[src/rtl/mbgd_pkg.sv]
// Shared defaults and FSM state encoding for the mini-batch gradient-descent theta update block.
package mbgd_pkg;

    localparam int DW_DEF       = 8;
    localparam int N_DEF        = 8;
    localparam int N_BIT_DEF    = 3;
    localparam int LR_SHIFT_DEF = 4;
    localparam int ITER_W       = 16;

    typedef enum logic [1:0] {
        IDLE  = 2'd0,
        ACCUM = 2'd1,
        DONE  = 2'd2
    } state_t;

endpackage

[src/rtl/mbgd_sat_sub.sv]
// One-lane theta step: theta - (g >>> LR_SHIFT), evaluated wide and clamped to the DW-bit signed range.
module mbgd_sat_sub
    import mbgd_pkg::*;
#(
    parameter int DW       = DW_DEF,
    parameter int LR_SHIFT = LR_SHIFT_DEF
) (
    input  logic signed [DW-1:0]   theta_lane,
    input  logic signed [2*DW-1:0] grad,
    output logic signed [DW-1:0]   theta_next
);

    localparam int WW = 2*DW + 1;
    localparam logic signed [WW-1:0] MAX_V = WW'(2**(DW-1) - 1);
    localparam logic signed [WW-1:0] MIN_V = WW'(-(2**(DW-1)));

    logic signed [2*DW-1:0] step;
    logic signed [WW-1:0]   diff;

    assign step = grad >>> LR_SHIFT;

    // Both operands sign-extended explicitly so the subtraction can never overflow.
    assign diff = {{(DW+1){theta_lane[DW-1]}}, theta_lane} - {step[2*DW-1], step};

    // NOTE: every branch assigns theta_next, so this stays pure combinational logic with no latch.
    always_comb begin
        if (diff > MAX_V) begin
            theta_next = MAX_V[DW-1:0];
        end else if (diff < MIN_V) begin
            theta_next = MIN_V[DW-1:0];
        end else begin
            theta_next = diff[DW-1:0];
        end
    end

endmodule

[src/rtl/mbgd_theta_update.sv]
// Sequential theta update: accepts one gradient component per beat, updates the matching lane
// through a single shared saturating subtractor, and pulses theta_valid once all N lanes are done.
module mbgd_theta_update
    import mbgd_pkg::*;
#(
    parameter int DW       = DW_DEF,
    parameter int N        = N_DEF,
    parameter int N_BIT    = N_BIT_DEF,
    parameter int LR_SHIFT = LR_SHIFT_DEF
) (
    input  logic                   clk,
    input  logic                   resetn,
    input  logic                   enable,
    input  logic                   load,
    input  logic [DW*N-1:0]        theta_init,
    input  logic                   g_valid,
    input  logic signed [2*DW-1:0] g,
    output logic                   g_ready,
    output logic [DW*N-1:0]        theta,
    output logic                   theta_valid,
    output logic                   busy,
    output logic [ITER_W-1:0]      iter_count
);

    state_t                state_q, state_d;
    logic [N_BIT-1:0]      index_q;
    logic [N-1:0][DW-1:0]  theta_q;
    logic [ITER_W-1:0]     iter_q;

    logic                  ready_c;
    logic                  accept;
    logic                  do_load;
    logic                  leave_done;
    logic                  last_lane;
    logic signed [DW-1:0]  lane_cur;
    logic signed [DW-1:0]  lane_next;

    assign last_lane = (index_q == N_BIT'(N-1));
    assign lane_cur  = theta_q[index_q];

    mbgd_sat_sub #(
        .DW       (DW),
        .LR_SHIFT (LR_SHIFT)
    ) u_sat_sub (
        .theta_lane (lane_cur),
        .grad       (g),
        .theta_next (lane_next)
    );

    always_comb begin
        state_d    = state_q;
        ready_c    = 1'b0;
        accept     = 1'b0;
        do_load    = 1'b0;
        leave_done = 1'b0;
        if (enable) begin
            case (state_q)
                IDLE: begin
                    // A load in IDLE wins over any gradient beat offered in the same cycle.
                    if (load) begin
                        do_load = 1'b1;
                    end else begin
                        ready_c = 1'b1;
                        if (g_valid) begin
                            accept  = 1'b1;
                            state_d = last_lane ? DONE : ACCUM;
                        end
                    end
                end
                ACCUM: begin
                    ready_c = 1'b1;
                    if (g_valid) begin
                        accept = 1'b1;
                        if (last_lane) begin
                            state_d = DONE;
                        end
                    end
                end
                DONE: begin
                    state_d    = IDLE;
                    leave_done = 1'b1;
                end
                default: state_d = IDLE;
            endcase
        end
    end

    always_ff @(posedge clk or posedge resetn) begin
        if (resetn) begin
            state_q <= IDLE;
        end else begin
            state_q <= state_d;
        end
    end

    // NOTE: non-blocking assignments keep every register sampling pre-edge values, so the lane read
    // through lane_cur and the index advance happen consistently on the same edge.
    always_ff @(posedge clk or posedge resetn) begin
        if (resetn) begin
            index_q <= '0;
            // NOTE: theta is a flop array, not a RAM, so clearing it on reset is cheap and drops a
            // partially updated sweep.
            theta_q <= '0;
            iter_q  <= '0;
        end else begin
            if (do_load) begin
                theta_q <= theta_init;
            end else if (accept) begin
                theta_q[index_q] <= lane_next;
                index_q          <= last_lane ? '0 : index_q + N_BIT'(1);
            end
            if (leave_done) begin
                iter_q <= iter_q + ITER_W'(1);
            end
        end
    end

    assign g_ready     = ready_c & ~resetn;
    assign theta       = theta_q;
    assign theta_valid = (state_q == DONE);
    assign busy        = (state_q == ACCUM);
    assign iter_count  = iter_q;

endmodule

[config.mk]
export PLATFORM = sky130hd
export DESIGN_NAME = mbgd_theta_update
export DESIGN_NICKNAME = d
export VERILOG_FILES = /design/src/rtl/mbgd_pkg.sv /design/src/rtl/mbgd_sat_sub.sv /design/src/rtl/mbgd_theta_update.sv
export SDC_FILE = /design/constraint.sdc
export NUM_CORES = 1
export LEC_CHECK = 0
export ABC_AREA = 1
export CAP_MARGIN = 40
export CORE_UTILIZATION = 45
export CTS_BUF_LIST = sky130_fd_sc_hd__clkbuf_4 sky130_fd_sc_hd__clkbuf_8
export CTS_CLUSTER_SIZE = 25
export DETAILED_ROUTE_END_ITERATION = 12
export PLACE_DENSITY = 0.88
export SETUP_SLACK_MARGIN = 0.05
export SLEW_MARGIN = 20
export SYNTH_ARGS = -nofsm -noshare
export SYNTH_HDL_FRONTEND = slang
export SYNTH_SLANG_ARGS = --single-unit
[constraint.sdc]
create_clock -name clk -period 5.9 [get_ports clk]
set_clock_uncertainty 0.1 [all_clocks]
set_input_delay 0.885 -clock clk [delete_from_list [all_inputs] [get_ports clk]]
set_output_delay 0.885 -clock clk [all_outputs]
set_load 0.01 [all_outputs]
# After elaboration in Yosys (flattened, before gate mapping)

Cells that the tools add are included.

Logic and storage cells: 61
Flip-flop bits (word level): 85
Output and inout port bits: 83
Input port bits: 85

Reductions and logical operators: 5
Muxes and demuxes: 28
$lt $le $gt $ge: 4
Add/subtract/negate cells: 3
Eq/ne operators: 7
Bitwise operators: 3

Operators by type and width:

| kind                  | number |
|---|---|
| $mux 64               | 2 |
| $bwmux 64             | 1 |
| $mux 8                | 4 |
| $bmux 8 s3            | 1 |
| $demux 8 s3           | 1 |
| $gt 17x8->1 const B   | 1 |
| $lt 17x8->1 const B   | 1 |
| $add 16x1->16 const B | 1 |
| $sub 8x12->13         | 1 |
| $mux 1                | 10 |
| $mux 2                | 5 |
| $ne 2x2->1 const B    | 3 |
| $reduce_and 5->1      | 1 |
| $lt 3x4->1 const B    | 1 |
| $pmux 1 s2            | 2 |
| $pmux 2 s2            | 1 |
| $add 3x1->3 const B   | 1 |
| $eq 3x3->1 const B    | 1 |
| $ge 3x1->1 const B    | 1 |
| $mux 3                | 1 |
| $eq 2x1->1 const B    | 1 |
| $eq 2x2->1 const B    | 1 |
| $logic_not 2->1       | 1 |
| $ne 2x1->1 const B    | 1 |
| 5 further kinds       | 6 |

# Logic depth before layout (Yosys ltp)

Gate-level depths: netlist of run 1.

Word-level depth: 9
Mapped depth: 24
Depth with buffers taken out: 24

# Modules after synthesis

A second synthesis of run 1 with hierarchy kept.

Cells, all modules: 890
Area, all modules: 5868.1 sq um

By module, submodules not included:

| module            | times used | cells an instance | seq. area each (sq um) | area each (sq um) |
|---|---|---|---|---|
| mbgd_theta_update | 1          | 719               | 2127.0                 | 4967.3 |
| mbgd_sat_sub      | 1          | 171               | 0.0                    | 900.9 |

# Worst setup path before layout of run 1

Ideal clock, no wire load.

Path kind: input port to output port
From: input port resetn
To: output port g_ready
Buffers on the path: 0
Stages on the path: 3
Slack: 1.904 ns
Arrival time: 3.011 ns
Data required time: 4.915 ns
Cell sequence: inv_1 -> nand2_1 -> nor2_1

Longest elaborated chain between the ends: 2

RTL lines:

| element         | line                     | RTL |
|---|---|---|
| start, declared | mbgd_theta_update.sv:12  | `input logic resetn,` |
| $not 1->1       | mbgd_theta_update.sv:118 | `assign g_ready = ready_c & ~resetn;` |
| $and 1x1->1     | mbgd_theta_update.sv:118 |  |
| end, declared   | mbgd_theta_update.sv:18  | `output logic g_ready,` |

Every way passes these cells.

# Final worst setup path of run 1

From: register index_q[0]
To: register theta_q, in the netlist theta[52]

Longest elaborated chain between the ends: 9
Elaborated cells between the ends (all ways): 15
Those cells by class: 1 x add/sub; 4 x order compare; 9 x mux; 1 x reduce/logical

RTL lines:

| element                       | line                     | RTL |
|---|---|---|
| start, declared               | mbgd_theta_update.sv:26  | `logic [N_BIT-1:0] index_q;` |
| start signal, assigned        | mbgd_theta_update.sv:110 | `index_q <= last_lane ? '0 : index_q + N_BIT'(1);` |
| $bmux 8 s3                    | mbgd_theta_update.sv:39  | `assign lane_cur = theta_q[index_q];` |
| $mux 8 (implied by the code)  | mbgd_theta_update.sv:39  |  |
| $sub 8x12->13                 | mbgd_sat_sub.sv:23       | `assign diff = {{(DW+1){theta_lane[DW-1]}}, theta_lane} - {step[2*DW-1], step};` |
| $lt 17x8->1                   | mbgd_sat_sub.sv:29       | `end else if (diff < MIN_V) begin` |
| $mux 8                        | mbgd_sat_sub.sv:29       |  |
| $mux 8                        | mbgd_sat_sub.sv:27       | `if (diff > MAX_V) begin` |
| $bwmux 64 (*)                 | mbgd_theta_update.sv:109 | `theta_q[index_q] <= lane_next;` |
| $mux 64 (*)                   | mbgd_theta_update.sv:108 | `end else if (accept) begin` |
| $mux 64 (*)                   | mbgd_theta_update.sv:106 | `if (do_load) begin` |
| end signal, assigned          | mbgd_theta_update.sv:107 | `theta_q <= theta_init;` |
| end signal, assigned by index | mbgd_theta_update.sv:109 |  |
| end, declared                 | mbgd_theta_update.sv:27  | `logic [N-1:0][DW-1:0] theta_q;` |

Mark *: on every way between the ends. The rest lies on a longest branch, timed or not. The select of a mux whose other input is x is not followed.
A chain may end at the register's enable or synchronous reset.

==> impl_metrics.toml, run 1 <==
[run_status]
status = "completed"

[hold_path]
hold_path_class = "reg -> reg"
hold_start = "iter_count[15]$_DFFE_PP0P_"
hold_end = "iter_count[15]$_DFFE_PP0P_"
holdPathStages = 1

[timing]
tightest_slew_ps = 696
max_freq_ghz = 0.252
timing.final.crit_period_ps = 3960
rsz0062_at_grt = "no"
min_period_over_period_pct = 67.2
finalSetupViolCount = 0
fin_hold_ws_ps = 384
max_slew_margin_pct = 53.6
fin_setup_tns_ps = 0
report.final.slew_viol_count = 0
finalHoldViolCount = 0

[clock_network]
path_clk_slew_ps = 100
cts_tree = "built"
clk_path_buf_depth = 2
postCtsHoldBufs = 0
clock_latency_ps = 370
post_cts_buffers = 0
clock_sinks = 85
htree_levels = 3
cts-buffers-inserted = 9
cts_root_buf = "clkbuf_8"
cts_resized = 0

[grt]
antenna_found_initial = 0
grt_usage_pct = 28.7
grt_max_degree = 53
grt_pass1_vias = 4972
grt_pass1_wl_um = 25500
grt_overflow = 0

[worst_setup_path]
path_cells = "inv_2 > nor2_2 > a22o_1 > a221oi_1 > nand4_1 > fa_1 > nand3_2 > nand3_2 > nand2_1 > nand2_1 > nand2_1 > nand2_1 > nand2_1 > nand2_2 > inv_2 > nand2_4 > nand2_2 > nand2_4 > nand2_1 > nand2_1"
r2r_end = "theta[52]$_DFFE_PP0P_"
critPathSlowestCell = "fa_1"
worstSetupEndpointType = "flop"
crit_arrival_ps = 4100
r2r_cells = 20
path_class = "reg -> reg"
r2r_start = "index_q[0]$_DFFE_PP0P_"
startpoint_type = "flop"
crit_buf_inv = 2
cpLargestDelayFamily = "simple AND/OR/NAND/NOR gates"
cp.depth = 20
ff2ff_setup_slack_ps = 1940
crit_fanout = 9
cp_common_cell = "nand2_1"
critPathRequiredTime_ps = 6040
cp_slowest_stage_delay_ps = 550

[synth]
synth_mux_area_share_pct = 0
synth_fa_ha_area_share_pct = 4.33
yosysWarnings = 0
ys_seq_area_share_pct = 41.8
synthXorXnorAreaFrac_pct = 3.27
synth-compound-area-share_pct = 15.0
synth_cell_types = 30
synthCells = 622
synth_top_family_by_area = "simple AND/OR/NAND/NOR gates"
ys_seq_elements = 85
synth_area_mm2 = 0.00509
avgSynthCellArea_um2 = 8.18
synth_nets = 724
yosys.area_share.simple_pct = 30.0

[routing]
antenna_left = 0
wl_met1_um = 6400
vias = 5218
wl_met2_um = 7750
drt_iter0_markers = 499
drt-total-wl_um = 16400
viasPerCell = 5.57
top_layer_used = "met4"
met3_length_um = 1620
remaining_drc_errors = 0
wl_per_cell_um = 17.5
first_pass_iters = 6

[die]
core_area_mm2 = 0.0109
rows = 38
dieArea_mm2 = 0.0117
initial_utilization_pct = 46.5
die_x_um = 108
io_pins = 168
dieHeight_um = 108

[finish]
fill_cells = 910
final_area_mm2 = 0.00713
postLayoutCoreUtil_pct = 65.2
nets = 894
drive_gt1_share_pct = 9.91
num_antenna_cells = 0
area_growth_pct = 40.1

[flow_run]
max-cap-violations = 0

[power_and_ir_drop]
powerDensity_mw_per_mm2 = 653
power.total_mw = 4.65
ir_drop_mv = 0.352
power_leakage_nw = 3.39

[placed_design]
port_buffers = 163
hpwl_um = 12400
routabilityCongestion = 0.929
placed_area_mm2 = 0.00693
[layout by cell type (no fill, tap or decap), drive strengths merged]
master,count
nand2,241
clkdlybuf4s50,163
dfrtp,85
a22oi,73
inv,68
nor2,47
nand3,18
ha,16
nand4,14
xor2,12
clkbuf,9
a21oi,8
a221oi,8
xnor2,7
a22o,7
o21ai,6
buf,4
nor3,3
clkinv,2
o2111ai,1
and3,1
a31oi,1
fa,1
bufinv,1
clkinvlp,1
[power breakdown]
group	switching, mW	internal [mW]
clock	0.237	0.203
sequential	0.241	0.815
combinational	1.98	1.18
[flip-flops by register name, indices dropped and copies added (netlist names)]
signal      count
iter_count     16
theta          64
index_q         3
state_q         2
[per-stage QoR]
stage                     std cells  setup WS, ps
final                           937          1940
after global routing            937          1710
after CTS                       937          1990
after detailed placement        921          2020
after global placement          919          2110
after floorplan                 622          1900
[layer usage]
metal  up-vias  global-route usage (%)
met1      2492                    36.0
li1       2425                       -
met2       262                    46.6
met5         -                       0
met3        39                    7.90
met4         0                    11.9
[cells by family (layout without fill, tap and decap cells)]
| logic type | after synthesis | in the layout |
|---|---|---|
| AOI/OAI and AO/OA | 104 | 104 |
| xor gates and xnor gates | 19 | 19 |
| adders and majority gates | 17 | 17 |
| buffers and inverters | 73 | 248 |
| DFF | 85 | 85 |
| and+or+nand+nor | 324 | 324 |
[layout make-up]
| type | instances | area, um2 | area share, % |
|---|---|---|---|
| inverter | 65 | 245 | 3.44 |
| clock inverter | 7 | 80.1 | 1.12 |
| multi-input combinational | 464 | 2680 | 37.6 |
| tap | 140 | 175 | 2.46 |
| sequential | 85 | 2130 | 29.8 |
| timing repair buffer | 167 | 1690 | 23.8 |
| clock buffer | 9 | 124 | 1.74 |
[synthesized netlist by cell type]
cell type    n  area share, %
nand4_4      1           0.42
nor2_2      13            1.6
buf_2        8           0.79
a22o_1       7            1.2
nor2_1      27            2.0
nor2_4       7            1.5
nor3_4       1           0.32
and3_1       1           0.12
a21oi_1      8           0.79
o2111ai_1    1           0.17
a221oi_1     8            1.4
a22oi_1     73             11
inv_2        7           0.52
inv_1       58            4.3
nand2_1    217             16
ha_1        16            3.9
nand3_2      3           0.59
nand4_2      1           0.25
xnor2_1      7            1.2
fa_1         1           0.39
a31oi_1      1           0.12
o21ai_0      6           0.59
xor2_1      12            2.1
nand4_1     12            1.5
nand2_4     10            2.2
nor3_1       1          0.098
dfrtp_1     85             42
nand2_2     14            1.7
nor3_2       1           0.20
nand3_1     15            1.5
[worst max-delay path by stage]
stage | startpoint | end | slack [ps]
final | index_q[0]$_DFFE_PP0P_ | theta[52]$_DFFE_PP0P_ | 1940
after CTS | index_q[0]$_DFFE_PP0P_ | theta[52]$_DFFE_PP0P_ | 1990
after detailed placement | index_q[0]$_DFFE_PP0P_ | theta[52]$_DFFE_PP0P_ | 2020
after global routing | index_q[0]$_DFFE_PP0P_ | theta[24]$_DFFE_PP0P_ | 1710
after global placement | index_q[0]$_DFFE_PP0P_ | theta[33]$_DFFE_PP0P_ | 2110
after floorplan | resetn | g_ready | 1900
(Power assumes the default switching activity.)
==> run 2: changes to the inputs <==
--- a/config.mk
+++ b/config.mk
@@ -7,7 +7,7 @@
 export LEC_CHECK = 0
 export ABC_AREA = 1
 export CAP_MARGIN = 40
-export CORE_UTILIZATION = 45
+export CORE_UTILIZATION = 43
 export CTS_BUF_LIST = sky130_fd_sc_hd__clkbuf_4 sky130_fd_sc_hd__clkbuf_8
 export CTS_CLUSTER_SIZE = 25
 export DETAILED_ROUTE_END_ITERATION = 12
==> constraint.sdc (replaced) <==
create_clock -name clk -period 3.4 [get_ports clk]
set_clock_uncertainty 0.1 [all_clocks]
set_input_delay 0.51 -clock clk [delete_from_list [all_inputs] [get_ports clk]]
set_output_delay 0.51 -clock clk [all_outputs]
set_load 0.01 [all_outputs]
==> run 2 against run 1 <==
The run now ends with setup timing left. Global-route usage fell by 0.77 points. Power rose by 120%. Cell area rose by 11%. Via count rose by 6.5%. Register-to-register slack got worse by 2100 ps. Maximum frequency rose by 12%. Flip-flop and latch count did not move. Combinational power rose by 140%. Largest power group unchanged.
==> impl_metrics.toml, run 2 (synthesis gave the netlist of run 1 again) <==
[finish]
final_cell_mix = "179 x nand2_1, 163 x clkdlybuf4s50_1, 84 x dfrtp_1, 73 x a22oi_1, 55 x inv_1"
drive_gt1_share_pct = 22.4
largest_register_ffs = 64
num_antenna_cells = 0
fill_cells = 808
nets = 944
postLayoutCoreUtil_pct = 68.8
final_area_mm2 = 0.00789
final_common_cell = "nand2_1"
area_growth_pct = 54.9
layout.cells.non_filler = 990

[clock_network]
clock_latency_ps = 370
postCtsHoldBufs = 0
cts_root_buf = "clkbuf_8"
clk_path_buf_depth = 2
clock_sinks = 85
path_clk_slew_ps = 100
cts_tree = "built"
cts-buffers-inserted = 9
htree_levels = 3

[worst_setup_path]
r2r_cells = 23
crit_fanout = 8
worstSetupEndpointType = "flop"
critPathRequiredTime_ps = 3550
r2r_end = "theta[4]$_DFFE_PP0P_"
r2r_start = "index_q[1]$_DFFE_PP0P_"
startpoint_type = "flop"
path_class = "reg -> reg"
crit_arrival_ps = 3680
ff2ff_setup_slack_ps = -130

[flow_run]
max-cap-violations = 0

[run_status]
violations = "setup timing"
status = "finished with violations"

[timing]
timing.final.crit_period_ps = 3530
max_freq_ghz = 0.283
report.final.slew_viol_count = 0
finalSetupViolCount = 57
finalHoldViolCount = 0
min_period_over_period_pct = 104
setup_slack_ps = -132
rsz0062_at_grt = "yes"
tightest_slew_ps = 666
max_slew_margin_pct = 55.5
fin_hold_ws_ps = 310

[die]
die_x_um = 111
core_area_mm2 = 0.0115
rows = 39
dieHeight_um = 111
io_pins = 168
initial_utilization_pct = 44.4
dieArea_mm2 = 0.0123

[routing]
antenna_left = 0
remaining_drc_errors = 0
vias = 5559
viasPerCell = 5.62
wl_per_cell_um = 18.0
first_pass_iters = 5
drt-total-wl_um = 17900
drt_iter0_markers = 642

[power_and_ir_drop]
powerDensity_mw_per_mm2 = 1280
ir_drop_mv = 1.06
power_leakage_nw = 3.71
power.total_mw = 10.1

[grt]
grt_pass1_vias = 5335
antenna_found_initial = 0
grt_usage_pct = 27.9
grt_overflow = 0
grt_pass1_wl_um = 27100
grt_max_degree = 67

[placed_design]
placed_area_mm2 = 0.00719
port_buffers = 163
dp.cells = 963
routabilityCongestion = 0.919
hpwl_um = 12600

[hold_path]
hold_path_class = "in -> async"
[run 2: worst max path at each step]
stage	start	endpoint	slack, ps	cells after the start
global placement	index_q[1]$_DFFE_PP0P_	theta[26]$_DFFE_PP0P_	-30	20
finish	index_q[1]$_DFFE_PP0P_	theta[4]$_DFFE_PP0P_	-130	23
global route	index_q[1]$_DFFE_PP0P_	theta[4]$_DFFE_PP0P_	-320	24
floorplan	resetn	g_ready	150	3
CTS	index_q[1]$_DFFE_PP0P_	theta[25]$_DFFE_PP0P_	30	23
detailed placement	index_q[1]$_DFFE_PP0P_	theta[42]$_DFFE_PP0P_	-130	20
[run 2: metal layers]
layer	vias up	wire (um)	track usage [%]
met5	-	0	0
met4	0	708	11.6
met3	64	1680	6.01
met2	315	8520	46.0
met1	2647	6950	35.6
li1	2533	-	-
[run 2: cell type report]
class / count / area (um2) / area share, %
flip-flops and latches: 85 / 2130 / 27.0
multi-input cells: 464 / 3080 / 39.0
clock inverters: 7 / 65.1 / 0.825
inverters: 65 / 248 / 3.14
clock buffers: 9 / 124 / 1.57
well taps: 143 / 179 / 2.27
repair buffers: 217 / 2060 / 26.2
[run 2: report_power, final]
group	total (mW)	switching (mW)	internal [mW]
Combinational	7.57	4.52	3.05
Clock	0.713	0.430	0.283
Sequential	1.84	0.430	1.41
[run 2: repair_timing]
action,in CTS,in global routing
setup endpoints to repair,56,57
gates resized for setup,46,44
pin swaps,29,23
buffers inserted,6,4
[run 2: per-stage QoR]
| step | setup WS, ps | TNS, ps |
|---|---|---|
| global placement | -26.3 | -583 |
| CTS | 29.8 | 0 |
| finish | -132 | -5020 |
| detailed placement | -131 | -5970 |
| global route | -320 | -16970 |
| floorplan | 154 | 0 |
[run 2: worst max-delay path, stage by stage (launching register included)]
cell	delay, ps
dfrtp_1	440
inv_2	80
nand2_4	80
nor2_4	60
a22o_1	260
a221oi_2	180
buf_4	160
nand4_1	90
inv_1	90
ha_2	170
inv_2	50
fa_2	390
nand3_2	90
nand3_2	100
nand2_2	110
nand2_2	70
nand2_2	70
nand2_2	70
nor2_4	120
nand4_4	110
nand2_8	220
nand2_8	120
nand2_2	90
nand2_2	60
==> run 3: changes to the inputs <==
--- a/config.mk
+++ b/config.mk
@@ -7,10 +7,12 @@
 export LEC_CHECK = 0
 export ABC_AREA = 1
 export CAP_MARGIN = 40
+export CORE_MARGIN = 8
 export CORE_UTILIZATION = 43
 export CTS_BUF_LIST = sky130_fd_sc_hd__clkbuf_4 sky130_fd_sc_hd__clkbuf_8
 export CTS_CLUSTER_SIZE = 25
 export DETAILED_ROUTE_END_ITERATION = 12
+export GPL_TIMING_DRIVEN = 0
 export PLACE_DENSITY = 0.88
 export SETUP_SLACK_MARGIN = 0.05
 export SLEW_MARGIN = 20
==> run 3 against run 2 <==
Final cell count is 2.4% lower. Global-route usage is 5.4 points lower. Non-clock buffer count is 24 lower. Via count is 2.0% lower. Highest routed layer unchanged. Flip-flop and latch count stayed put. Register-to-register slack worse by 120 ps. The run still ends with setup timing left. Critical path type unchanged. Critical path depth is 1 lower. Core utilization is 0.53 points lower. Largest cell class unchanged.
==> impl_metrics.toml, run 3 (synthesis gave the netlist of run 1 again) <==
[clock_network]
cts_root_buf = "clkbuf_8"
cts_tree = "built"
cts-buffers-inserted = 9
clock_sinks = 85
htree_levels = 3
path_clk_slew_ps = 90
clock_latency_ps = 360
clk_path_buf_depth = 2
postCtsHoldBufs = 0

[worst_setup_path]
ff2ff_setup_slack_ps = -250
r2r_start = "index_q[1]$_DFFE_PP0P_"
crit_arrival_ps = 3850
r2r_cells = 22
startpoint_type = "flop"
r2r_end = "theta[36]$_DFFE_PP0P_"
worstSetupEndpointType = "flop"
critPathRequiredTime_ps = 3590
crit_fanout = 8
path_class = "reg -> reg"

[timing]
timing.final.crit_period_ps = 3650
setup_slack_ps = -253
max_freq_ghz = 0.274
min_period_over_period_pct = 107
tightest_slew_ps = 646
max_slew_margin_pct = 56.9
rsz0062_at_grt = "yes"
finalHoldViolCount = 0
report.final.slew_viol_count = 0
finalSetupViolCount = 56

[placed_design]
routabilityCongestion = 0.915
port_buffers = 163
hpwl_um = 13500

[die]
dieHeight_um = 125
dieArea_mm2 = 0.0156
die_x_um = 125
rows = 39
initial_utilization_pct = 44.4
io_pins = 168
core_area_mm2 = 0.0115

[finish]
num_antenna_cells = 0
postLayoutCoreUtil_pct = 68.2
final_common_cell = "nand2_1"
multi_input_area_mm2 = 0.00315
fill_cells = 799
nets = 920
final_cell_mix = "170 x nand2_1, 163 x clkdlybuf4s50_1, 84 x dfrtp_1, 73 x a22oi_1, 54 x inv_1"
drive_gt1_share_pct = 22.1
largest_register_ffs = 64
area.sequential_mm2 = 0.00213
area_growth_pct = 53.7

[routing]
viasPerCell = 5.64
first_pass_iters = 7
drt_iter0_markers = 679
wl_per_cell_um = 19.6
vias = 5448
drt-total-wl_um = 18900
antenna_left = 0
remaining_drc_errors = 0

[grt]
grt_pass1_wl_um = 28500
antenna_found_initial = 0
grt_max_degree = 52
grt_pass1_vias = 5387
grt_overflow = 0
grt_usage_pct = 22.6

[hold_path]
hold_path_class = "reg -> reg"
hold_start = "iter_count[15]$_DFFE_PP0P_"
holdPathStages = 1
hold_end = "iter_count[15]$_DFFE_PP0P_"

[flow_run]
max-cap-violations = 0

[run_status]
violations = "setup timing"
status = "finished with violations"
## run 3: changes by cell type in the layout (fill, tap and decap cells not counted), moves of 3 or more
cell | before | now
buf_2 | 0 | 7
buf_4 | 51 | 18
bufinv_16 | 0 | 3
nand2_1 | 179 | 170
nand2_2 | 39 | 51
nand2_4 | 14 | 9
## run 3: worst max-delay path: stages (launching register included)
cell and delay (ps):
dfrtp_1 440, inv_2 90, nand2_4 120, nor2_4 60, buf_6 110, a22o_1 250, a221oi_2 310, nand4_1 280
fa_2 440, nand3_2 90, nand3_2 90, nand2_2 100, buf_6 100, nand3_2 50, nand2_2 120, nand2_2 60
nor2_2 110, nand2_2 90, nand2_8 160, nand2_4 90, nand2_8 110, nand2_1 100, nand2_1 110
## run 3: per-stage QoR
stage | instances | setup slack, ps | TNS [ps] | instance area [um2] | hold slack [ps]
6_report | 966 | -253 | -9900 | 7820 | 379
5_1_grt | 966 | -393 | -16960 | 7820 | 408
3_3_place_gp | 928 | -1470 | -97300 | 6900 | 362
3_5_place_dp | 929 | -513 | -28390 | 6920 | 363
2_1_floorplan | 622 | 154 | 0 | 5090 | 407
4_1_cts | 962 | 3.15 | 0 | 7600 | 383
## run 3: timing repair
item / 4_1_cts / 5_1_grt
pin swaps: 21 / 23
cloned: 0 / 0
endpoints found under the hold margin: 0 / 0
endpoints found under the setup margin: 64 / 63
gates resized for setup: 60 / 54
buffers inserted: 17 / 4
## run 3: area by class of cell
type                       instances  area share, %
clock buffer                      10           1.68
clock inverter                     6           1.42
inverter                          65           3.28
buffer                             8          0.592
tap                              143           2.29
timing repair buffer             185           23.3
sequential                        85           27.2
multi-input combinational        464           40.3
## run 3: how the worst max path moves through the flow
stage	start	end	slack, ps	cells after the start
final	index_q[1]$_DFFE_PP0P_	theta[36]$_DFFE_PP0P_	-250	22
after CTS	index_q[2]$_DFFE_PP0P_	theta[6]$_DFFE_PP0P_	3	18
after global routing	index_q[1]$_DFFE_PP0P_	theta[36]$_DFFE_PP0P_	-390	23
after global placement	resetn	g_ready	-1470	5
after floorplan	resetn	g_ready	150	3
after detailed placement	index_q[0]$_DFFE_PP0P_	theta[41]$_DFFE_PP0P_	-510	24
## run 3: per-layer routing
metal	wire (um)	vias up	global-route usage (%)	share of wire [%]
li1	-	2480	-	-
met1	7290	2609	26.3	38
met2	9190	292	39.3	49
met3	1540	67	5.57	8.1
met4	924	0	7.80	4.9
met5	0	-	0	0
Power of run 3 is not shown: default switching activity piles up to over one toggle a cycle in this logic, so the estimate is an artifact.
